===== config.mk =====
export PLATFORM = sky130hd
export DESIGN_NAME = matrix_writer_flat
export DESIGN_NICKNAME = d
export VERILOG_FILES = /design/src/rtl/matrix_writer_if.sv /design/src/rtl/matrix_writer.sv /design/src/flat_wrapper.sv
export SDC_FILE = /design/constraint.sdc
export NUM_CORES = 1
export LEC_CHECK = 0
export ABC_AREA = 1
export CORE_MARGIN = 4
export CORE_UTILIZATION = 30
export CTS_CLUSTER_SIZE = 30
export DETAILED_ROUTE_END_ITERATION = 8
export PLACE_DENSITY = 0.55
export SYNTH_ARGS = -nofsm -noshare
export SYNTH_HDL_FRONTEND = slang
export SYNTH_SLANG_ARGS = --single-unit

===== constraint.sdc =====
create_clock -name clock -period 3.37 [get_ports clock]
set_clock_uncertainty 0.2 [all_clocks]
set_input_delay 0.674 -clock clock [delete_from_list [all_inputs] [get_ports clock]]
set_output_delay 0.674 -clock clock [all_outputs]
set_load 0.01 [all_outputs]

===== src/rtl/matrix_writer_if.sv =====
// Command channel between game logic and matrix_writer.
// Master = game logic (issues commands), slave = matrix_writer.
interface matrix_writer_if #(
  parameter int CELL_W = 3,
  parameter int RC_W   = 3
);
  logic              cmd_valid;
  logic              cmd_ready;
  logic              cmd_clear;
  logic [RC_W-1:0]   cmd_row;
  logic [RC_W-1:0]   cmd_col;
  logic [CELL_W-1:0] cmd_value;
  logic              cmd_error;

  modport master (
    output cmd_valid, cmd_clear, cmd_row, cmd_col, cmd_value,
    input  cmd_ready, cmd_error
  );

  modport slave (
    input  cmd_valid, cmd_clear, cmd_row, cmd_col, cmd_value,
    output cmd_ready, cmd_error
  );
endinterface


===== src/rtl/matrix_writer.sv =====
// Shadow-buffered 5x5 board writer. Commands edit a shadow board; the shadow
// is copied to the displayed board only on the falling edge of vsync, so the
// display never shows a half-updated frame.
module matrix_writer #(
  parameter int ROWS   = 5,
  parameter int COLS   = 5,
  parameter int CELL_W = 3,
  parameter int RC_W   = 3
) (
  input  logic                                        clock,
  input  logic                                        reset,
  input  logic                                        vsync,
  matrix_writer_if.slave                              cmd,
  output logic                                        commit_pulse,
  output logic                                        dirty,
  output logic [0:ROWS-1][0:COLS-1][CELL_W-1:0]       matrix_player
);

  localparam int              CELLS    = ROWS * COLS;
  localparam int              IDX_W    = $clog2(CELLS);
  localparam logic [IDX_W-1:0] IDX_LAST = IDX_W'(CELLS - 1);

  typedef enum logic {IDLE, CLEAR} state_t;

  state_t                                  state, state_nxt;
  logic [IDX_W-1:0]                        idx, idx_nxt;
  logic                                    rdy, err;
  logic [0:ROWS-1][0:COLS-1][CELL_W-1:0]   shadow;
  logic                                    vs_meta, vs_sync, vs_prev, vfall;
  logic                                    accept, wr, in_range, wr_ok, clr_start, clr_done, commit;

  assign cmd.cmd_ready = rdy;
  assign cmd.cmd_error = err;

  // vsync comes from the pixel domain: two-flop sync, then fall detect.
  // Idle level is high so reset values avoid a spurious fall.
  always_ff @(posedge clock or negedge reset) begin
    if (!reset) begin
      vs_meta <= 1'b1;
      vs_sync <= 1'b1;
      vs_prev <= 1'b1;
    end else begin
      vs_meta <= vsync;
      vs_sync <= vs_meta;
      vs_prev <= vs_sync;
    end
  end

  assign vfall = vs_prev & ~vs_sync;

  // Command decode, commit qualification and next-state logic.
  always_comb begin
    accept    = cmd.cmd_valid & rdy;
    wr        = accept & ~cmd.cmd_clear;
    in_range  = (cmd.cmd_row < RC_W'(ROWS)) && (cmd.cmd_col < RC_W'(COLS));
    wr_ok     = wr & in_range;
    clr_start = accept & cmd.cmd_clear;
    clr_done  = (state == CLEAR) && (idx == IDX_LAST);
    commit    = vfall & (state == IDLE) & dirty;
    state_nxt = state;
    idx_nxt   = idx;
    case (state)
      IDLE: if (clr_start) begin
        state_nxt = CLEAR;
        idx_nxt   = '0;
      end
      CLEAR: begin
        idx_nxt = idx + 1'b1;
        if (clr_done) begin
          state_nxt = IDLE;
          idx_nxt   = '0;
        end
      end
      default: state_nxt = IDLE;
    endcase
  end

  // State register; ready is registered so it stays low for the first
  // cycle out of reset and exactly tracks the IDLE state afterwards.
  always_ff @(posedge clock or negedge reset) begin
    if (!reset) begin
      state <= IDLE;
      idx   <= '0;
      rdy   <= 1'b0;
    end else begin
      state <= state_nxt;
      idx   <= idx_nxt;
      rdy   <= (state_nxt == IDLE);
    end
  end

  // Shadow board: one cell zeroed per cycle while clearing, else single writes.
  always_ff @(posedge clock or negedge reset) begin
    if (!reset) begin
      shadow <= '0;
    end else begin
      for (int r = 0; r < ROWS; r++) begin
        for (int c = 0; c < COLS; c++) begin
          if (state == CLEAR && idx == IDX_W'(r * COLS + c))
            shadow[r][c] <= '0;
          else if (wr_ok && cmd.cmd_row == RC_W'(r) && cmd.cmd_col == RC_W'(c))
            shadow[r][c] <= cmd.cmd_value;
        end
      end
    end
  end

  // Commit, dirty tracking and status pulses. A write landing on the commit
  // edge keeps dirty set because the copied shadow predates that write.
  always_ff @(posedge clock or negedge reset) begin
    if (!reset) begin
      matrix_player <= '0;
      dirty         <= 1'b0;
      commit_pulse  <= 1'b0;
      err           <= 1'b0;
    end else begin
      if (commit) matrix_player <= shadow;
      if (wr_ok || clr_done) dirty <= 1'b1;
      else if (commit)       dirty <= 1'b0;
      commit_pulse <= commit;
      err          <= wr & ~in_range;
    end
  end

endmodule


===== src/flat_wrapper.sv =====
// flat-port wrapper written by rule: the top's interface ports become plain ports
module matrix_writer_flat 
#(
  parameter int ROWS   = 5,
  parameter int COLS   = 5,
  parameter int CELL_W = 3,
  parameter int RC_W   = 3
)
  (clock, reset, vsync, commit_pulse, dirty, matrix_player, cmd_cmd_valid, cmd_cmd_clear, cmd_cmd_row, cmd_cmd_col, cmd_cmd_value, cmd_cmd_ready, cmd_cmd_error);
  matrix_writer_if #(.CELL_W(CELL_W), .RC_W(RC_W)) cmd_i ();
  input  logic clock;
  input  logic reset;
  input  logic vsync;
  output logic commit_pulse;
  output logic dirty;
  output logic [0:ROWS-1][0:COLS-1][CELL_W-1:0] matrix_player;
  input wire logic [$bits(cmd_i.cmd_valid)-1:0] cmd_cmd_valid;
  input wire logic [$bits(cmd_i.cmd_clear)-1:0] cmd_cmd_clear;
  input wire logic [$bits(cmd_i.cmd_row)-1:0] cmd_cmd_row;
  input wire logic [$bits(cmd_i.cmd_col)-1:0] cmd_cmd_col;
  input wire logic [$bits(cmd_i.cmd_value)-1:0] cmd_cmd_value;
  output wire logic [$bits(cmd_i.cmd_ready)-1:0] cmd_cmd_ready;
  output wire logic [$bits(cmd_i.cmd_error)-1:0] cmd_cmd_error;
  assign cmd_i.cmd_valid = cmd_cmd_valid;
  assign cmd_i.cmd_clear = cmd_cmd_clear;
  assign cmd_i.cmd_row = cmd_cmd_row;
  assign cmd_i.cmd_col = cmd_cmd_col;
  assign cmd_i.cmd_value = cmd_cmd_value;
  assign cmd_cmd_ready = cmd_i.cmd_ready;
  assign cmd_cmd_error = cmd_i.cmd_error;
  matrix_writer #(.ROWS(ROWS), .COLS(COLS), .CELL_W(CELL_W), .RC_W(RC_W)) u_core (.clock(clock), .reset(reset), .vsync(vsync), .cmd(cmd_i), .commit_pulse(commit_pulse), .dirty(dirty), .matrix_player(matrix_player));
endmodule

==> results of run 1 <==
## metrics by stage
stage	utilization [%]	area, um2	total power (uW)	setup WS (ns)	hold WS, ns
floorplan	-	7050	2670	1.53	0.145
global placement	36.3	8300	3010	0.636	0.148
detailed placement	36.3	8300	3010	0.597	0.149
CTS	39.0	8910	5010	1.00	0.0857
global route	39.0	8910	5210	0.892	0.111
finish	39.0	8910	4960	1.02	0.0711
## kinds of logic after synthesis
kind of cell / after synthesis / share of synthesized area, %
AND/OR/NAND/NOR: 567 / 36.0
flip-flops: 163 / 57.9
adder cells (fa/ha/maj): 5 / 0.888
XOR/XNOR: 1 / 0.124
buffers and inverters: 68 / 4.62
AO/OA/AOI/OAI: 5 / 0.408
## synth_stat cells, types with 3 or more instances
cell type | number | area [um2]
nand2_1 | 334 | 1250
dfrtp_1 | 160 | 4000
nand3_1 | 120 | 601
nand4_1 | 72 | 450
inv_1 | 28 | 105
nor2_1 | 26 | 97.6
buf_2 | 15 | 75.1
clkbuf_1 | 12 | 45.0
ha_1 | 5 | 62.6
nor2_4 | 5 | 56.3
buf_6 | 4 | 45.0
buf_4 | 3 | 22.5
dfstp_2 | 3 | 78.8
nor2_2 | 3 | 18.8
nor3_1 | 3 | 15.0
nor3_2 | 3 | 30.0
o22ai_1 | 3 | 18.8
## per-layer routing
layer / wire length (um) / GRT usage, % / vias to the layer above
met5: 0 / 0 / -
met3: 1160 / 3.65 / 19
met4: 269 / 4.42 / 0
li1: - / - / 2860
met2: 8470 / 21.9 / 162
met1: 9500 / 22.8 / 2832
## sequential cells by signal, summed over array words and instances, names as in the netlist
signal,flops
u_core.matrix_player,75
u_core.shadow,75
u_core.idx,5
u_core.cmd.cmd_error,1
u_core.cmd.cmd_ready,1
u_core.commit_pulse,1
u_core.dirty,1
u_core.state,1
u_core.vs_meta,1
u_core.vs_prev,1
u_core.vs_sync,1
## cell usage in the layout, fill, tap and decap left out, drive strengths merged
| cell type | Yosys | routed |
|---|---|---|
| bufinv | 0 | 2 |
| nor2 | 34 | 34 |
| dfrtp | 160 | 160 |
| inv | 30 | 32 |
| o21ai | 2 | 2 |
| clkdlybuf4s50 | 0 | 91 |
| nand3 | 121 | 121 |
| ha | 5 | 5 |
| o22ai | 3 | 3 |
| xor2 | 1 | 1 |
| nor3 | 6 | 6 |
| nand2 | 334 | 334 |
| nand4 | 72 | 72 |
| clkbuf | 16 | 22 |
| buf | 22 | 16 |
| dfstp | 3 | 3 |
| clkinv | 0 | 6 |
## power by group through the flow
stage                     logic (uW)  clock network [uW]  registers (uW)
after CTS                        804                2030            2180
after floorplan                  476                   0            2190
after global routing             898                2110            2190
after detailed placement         802                   0            2210
after global placement           795                   0            2210
final                            795                1980            2180
## final timing paths
path                                                  to  slack, ns  depth (start not counted)
worst max-delay path                   u_core.shadow[43]       1.02                          8
worst min-delay path            u_core.matrix_player[43]       0.07                          1
worst max register to register         u_core.shadow[43]       1.37                          7
worst min register to register            u_core.vs_sync       0.16                          0
max in group asynchronous                 u_core.vs_meta       2.16                          2
min in group clock                        u_core.vs_sync       0.16                          0
## critical path, cell delays in order
cell	delay [ns]
clkdlybuf4s50_1	0.48
nand2_1	0.11
nor2_4	0.31
buf_4	0.23
nand3_4	0.14
nor2_4	0.33
nand4_1	0.14
nand2_1	0.09
## cell type report
| cell class | instances | share of cell area [%] |
|---|---|---|
| Sequential cell | 163 | 45.8 |
| Tap cell | 313 | 4.39 |
| Clock buffer | 22 | 5.43 |
| Clock inverter | 10 | 1.38 |
| Timing Repair Buffer | 107 | 12.0 |
| Inverter | 30 | 1.26 |
| Multi-Input combinational cell | 578 | 29.7 |
==> results.tsv, run 1 <==
metric	value	unit
power_switching_share	29.4	%
cts_root_buffer	clkbuf_16	
slew_headroom	44.9	%
rows	55	
via_per_inst	4.80	
tns	0	ns
power_leakage	0.00451	uW
max-clock-path-buffers	2	
synth_edf_count	0	
syn_nets	828	
nFillCells	2307	
final-hold-violation-count	0	
finalWeightedCongestion	0.841	
cp-end-kind	flop	
drc	0	
die-height	161	um
grtUsageTotal	15.2	%
p_int	3500	uW
multiInputGateArea	2650	um2
status	complete, no violations	
wl	19.4	mm
cp-startpoint	cmd_cmd_valid	
rsz0062_at_grt	no	
placed_cells	1191	
clk_pin_slew	0.06	ns
regArea	4080	um2
arrival	2.50	ns
post_cts_buffers	0	
synth_cell_types	23	
crit_required	3.53	ns
worstPathMaxFanout	15	
fin_nets	916	
critical_path_class	in2reg	
die_area	26000	um2
clock-sinks	163	
syn_area	7050	um2
cts-resized-gates	0	
yosysWarnings	0	
syn_inst	809	
worst_pin_slew	0.827	ns
reg2reg_from	u_core.cmd.cmd_ready	
io_buffers	92	
dieWidth	161	um
htreeDepth	4	
seq_area_frac_synth	57.9	%
num_vias	5873	
switching_power	1460	uW
syn_avg_cell_area	8.71	um2
start_util	30.8	%
routedWlPerCell	15.9	um
ir_drop	0.255	mV
coreArea	22800	um2
first_pass_iters	5	
numCtsBuffers	17	
antenna_found_initial	0	
synth_flop_cell	dfrtp_1	
timing.final.crit_share	69.6	%
clkLatencyLatePin	0.43	ns
hp-class	in2async	
grt_pass1_vias	5732	
cts_tree	built	
async_reset_ff_share	100	%
min_period	2.35	ns
io_pins	93	
post-dp-hpwl	13.2	mm
drtAntennaViolNets	0	
fmax	426	MHz
p_clk_share	40.0	%
diodes	0	
p_comb_share	16.0	%
grt_pass1_wl	31.9	mm
ys_ff_latch	163	
startpoint_type	input pin	
finalNonFillerCells	1223	
final_max_slew_viol_count	0	
drv_cap	0	
setup_viol	0	
drive_above_1_share	7.25	%
seqPwrFrac	43.9	%
grt-ovfl-total	0	
drtIter0Drc	464	
powerDensity	556	nW/um2
grt_max_degree	77	
area_delta_synth_final	26.4	%
ctsHoldBuffers	0	
No activity file was read; power rests on OpenSTA's default activity.
==> run 2, diff against run 1 <==
clock period = 2.2 ns   (was 3.37 ns; I/O delays follow)
==> results.tsv, run 2 (synthesized netlist as in run 1, its figures left out) <==
metric	value	unit
status	complete, no violations	
numCtsBuffers	17	
largest_registers	u_core.matrix_player (75), u_core.shadow (75), u_core.idx (5)	
tns	0	ns
total_power	7670	uW
route.met2.wl	8.46	mm
min_period	2.05	ns
placed_area	8560	um2
whs	0.157	ns
area_delta_synth_final	30.2	%
rsz0062_at_grt	no	
utilization	40.2	%
die-height	161	um
hp-class	reg2reg	
timing.final.crit_share	93.0	%
critical_path_buf_inv_count	1	
path_cells	clkdlybuf4s50_1	
antenna_found_initial	0	
layout_commonest_cell	nand2_1	
rows	55	
post-dp-hpwl	13.5	mm
max-clock-path-buffers	2	
grt_max_degree	77	
io_pins	93	
grt_pass1_vias	5793	
die_area	26000	um2
first_pass_iters	5	
grtUsageTotal	15.2	%
max_stage_delay	0.58	ns
top_layer_used	met4	
drive_above_1_share	9.31	%
fmax	489	MHz
critPathTopFamily	buffers and inverters	
arrival	1.41	ns
slowest_stage	clkdlybuf4s50_1	
power_leakage	0.00463	uW
crit_required	1.56	ns
drv_cap	0	
critical_path_class	reg2out	
slew_headroom	66.4	%
ir_drop	0.417	mV
layout_common_cells	nand2_1 (334), dfrtp_1 (160), nand3_1 (119)	
wl	19.3	mm
drtIter0Drc	453	
io_buffers	92	
final_max_slew_viol_count	0	
num_vias	5887	
cts-resized-gates	0	
drc	0	
wl_met3	978	um
diodes	0	
dieWidth	161	um
post_cts_buffers	0	
design_area	9180	um2
clk_pin_slew	0.07	ns
cts_root_buffer	clkbuf_16	
powerDensity	836	nW/um2
worst_pin_slew	0.505	ns
met1Wirelength	9.49	mm
grt-ovfl-total	0	
fin_nets	940	
ctsHoldBuffers	1	
worstPathMaxFanout	3	
setup_viol	0	
clkLatencyLatePin	0.43	ns
clock-sinks	163	
cts_tree	built	
grt_pass1_wl	31.7	mm
via_per_inst	4.72	
coreArea	22800	um2
routedWlPerCell	15.4	um
cp-end-kind	output pin	
drtAntennaViolNets	0	
startpoint_type	flop	
htreeDepth	4	
start_util	30.8	%
finalWeightedCongestion	0.816	
final-hold-violation-count	0	
run 2: cell types whose count changed in the layout (fill, tap and decap cells not counted), sizes merged:
cell and change:
bufinv +1, clkinv -5, dlygate4sd3 +1, buf +23, clkinvlp +5, clkbuf -1
run 2: layout make-up:
class | count | area [um2]
Clock buffer | 21 | 450
Clock inverter | 11 | 154
Fill cell | 2311 | 13700
Inverter | 30 | 113
Multi-Input combinational cell | 578 | 2650
Sequential cell | 163 | 4080
Tap cell | 313 | 392
Timing Repair Buffer | 131 | 1340
run 2: stage by stage:
stage,instances,worst slack [ns]
after global placement,1214,-0.0286
after global routing,1247,0.0190
after CTS,1247,0.137
after detailed placement,1214,-0.0501
final,1247,0.155
after floorplan,809,0.592
run 2: path summary, 6_finish.rpt:
kind / slack (ns) / start / endpoint / depth (start not counted)
min: 0.16 / u_core.vs_meta / u_core.vs_sync / 0
max: 0.15 / u_core.dirty / dirty / 1
max reg2reg: 0.20 / u_core.idx[0] / u_core.shadow[48] / 7
min reg2reg: 0.16 / u_core.vs_meta / u_core.vs_sync / 0
min in group asynchronous: 0.35 / reset / u_core.matrix_player[43] / 2
max in group asynchronous: 0.81 / reset / u_core.vs_sync / 3
run 2: per-layer routing:
layer | global-route usage (%) | vias to the layer above
met5 | 0 | -
met4 | 5.04 | 0
met3 | 3.09 | 24
met2 | 23.2 | 138
met1 | 21.7 | 2807
li1 | - | 2918
run 2: power breakdown:
group          switching (uW)  internal (uW)
sequential                162           3170
clock                    1260           1820
combinational             838            420
==> run 3, diff against run 2 <==
CORE_MARGIN = default   (was 4)
CORE_UTILIZATION = 55   (was 30)
PLACE_DENSITY = 0.86   (was 0.55)
==> results.tsv, run 3 (synthesized netlist as in run 1, its figures left out) <==
metric	value	unit
status	complete, no violations	
critPathTopFamily	buffers and inverters	
clock-sinks	163	
drc	0	
drive_above_1_share	9.29	%
ctsHoldBuffers	1	
worst-path-stages	1	
rows	40	
grt-ovfl-total	0	
first_pass_iters	5	
numCtsBuffers	17	
setup_viol	0	
grt_max_degree	77	
worstPathMaxFanout	3	
placed_cells	1071	
timing.final.crit_share	92.5	%
wl	18.0	mm
startpoint_type	flop	
rsz0062_at_grt	no	
final_max_slew_viol_count	0	
finalNonFillerCells	1104	
max_stage_delay	0.57	ns
critical_path_buf_inv_count	1	
setup_ws	0.166	ns
worst_pin_slew	0.498	ns
slowest_stage	clkdlybuf4s50_1	
grt_pass1_wl	29.8	mm
layout_common_cells	nand2_1 (334), dfrtp_1 (160), nand3_1 (119)	
cp-end-kind	output pin	
die_area	13300	um2
dp_slack	-0.0844	ns
powerDensity	826	nW/um2
min_period	2.03	ns
htreeDepth	4	
min_to	u_core.vs_sync	
tns	0	ns
reg2reg_from	u_core.idx[0]	
cts_tree	built	
final-hold-violation-count	0	
cts_root_buffer	clkbuf_16	
ir_drop	0.477	mV
power_leakage	0.00462	uW
via_per_inst	5.71	
drtAntennaViolNets	0	
dieWidth	115	um
fmax	492	MHz
rr_worst_depth	7	
fin_nets	942	
critical_path_class	reg2out	
area_delta_synth_final	26.3	%
start_util	57.5	%
diodes	0	
largest_registers	u_core.matrix_player (75), u_core.shadow (75), u_core.idx (5)	
grtUsageTotal	29.7	%
utilization	72.6	%
io_pins	93	
cp-startpoint	u_core.dirty	
cts-resized-gates	0	
slew_headroom	66.8	%
min_delay_path_depth	0	
num_vias	6305	
io_buffers	92	
hp-class	reg2reg	
antenna_found_initial	0	
grt_pass1_vias	6060	
layout_commonest_cell	nand2_1	
die-height	115	um
clk_pin_slew	0.06	ns
hold_start	u_core.vs_meta	
post_cts_buffers	0	
max-clock-path-buffers	2	
path_cells	clkdlybuf4s50_1	
post-dp-hpwl	12.0	mm
clkLatencyLatePin	0.43	ns
rrSetupSlack	0.35	ns
r2r_end	u_core.shadow[48]	
finalWeightedCongestion	0.956	
coreArea	12300	um2
total_power	7350	uW
routedWlPerCell	16.3	um
arrival	1.39	ns
crit_required	1.56	ns
drtIter0Drc	655	
drv_cap	0	
[run 3: where the power goes]
group	total [uW]	switching (uW)	internal (uW)
sequential	3340	166	3170
combinational	1260	838	426
clock	2740	1160	1580
[run 3: stage by stage]
stage,hold WS (ns),instance area (um2)
finish,0.161,8900
global route,0.160,8900
CTS,0.159,8900
detailed placement,0.154,8350
global placement,0.146,8350
floorplan,-0.0556,7050
[run 3: final cells by class]
class	instances	area [um2]
clock inverter	9	82.6
timing repair buffer	133	1310
multi-input combinational	578	2650
fill	877	3360
inverter	30	113
clock buffer	23	458
tap	168	210
sequential	163	4080
[run 3: worst max-delay path by stage]
stage	to	slack (ns)
after CTS	dirty	0.17
after global routing	dirty	0.13
after detailed placement	u_core.shadow[7]	-0.08
final	dirty	0.17
after global placement	u_core.shadow[62]	-0.02
after floorplan	u_core.shadow[21]	0.59
[run 3: per-layer routing]
layer	share of wire [%]	wire length [um]	GRT usage [%]	up-vias
met5	0	0	0	-
met4	2.5	450	14.1	0
met3	7.5	1350	5.17	46
met2	47	8370	46.0	324
met1	43	7830	41.1	3020
li1	-	-	-	2915
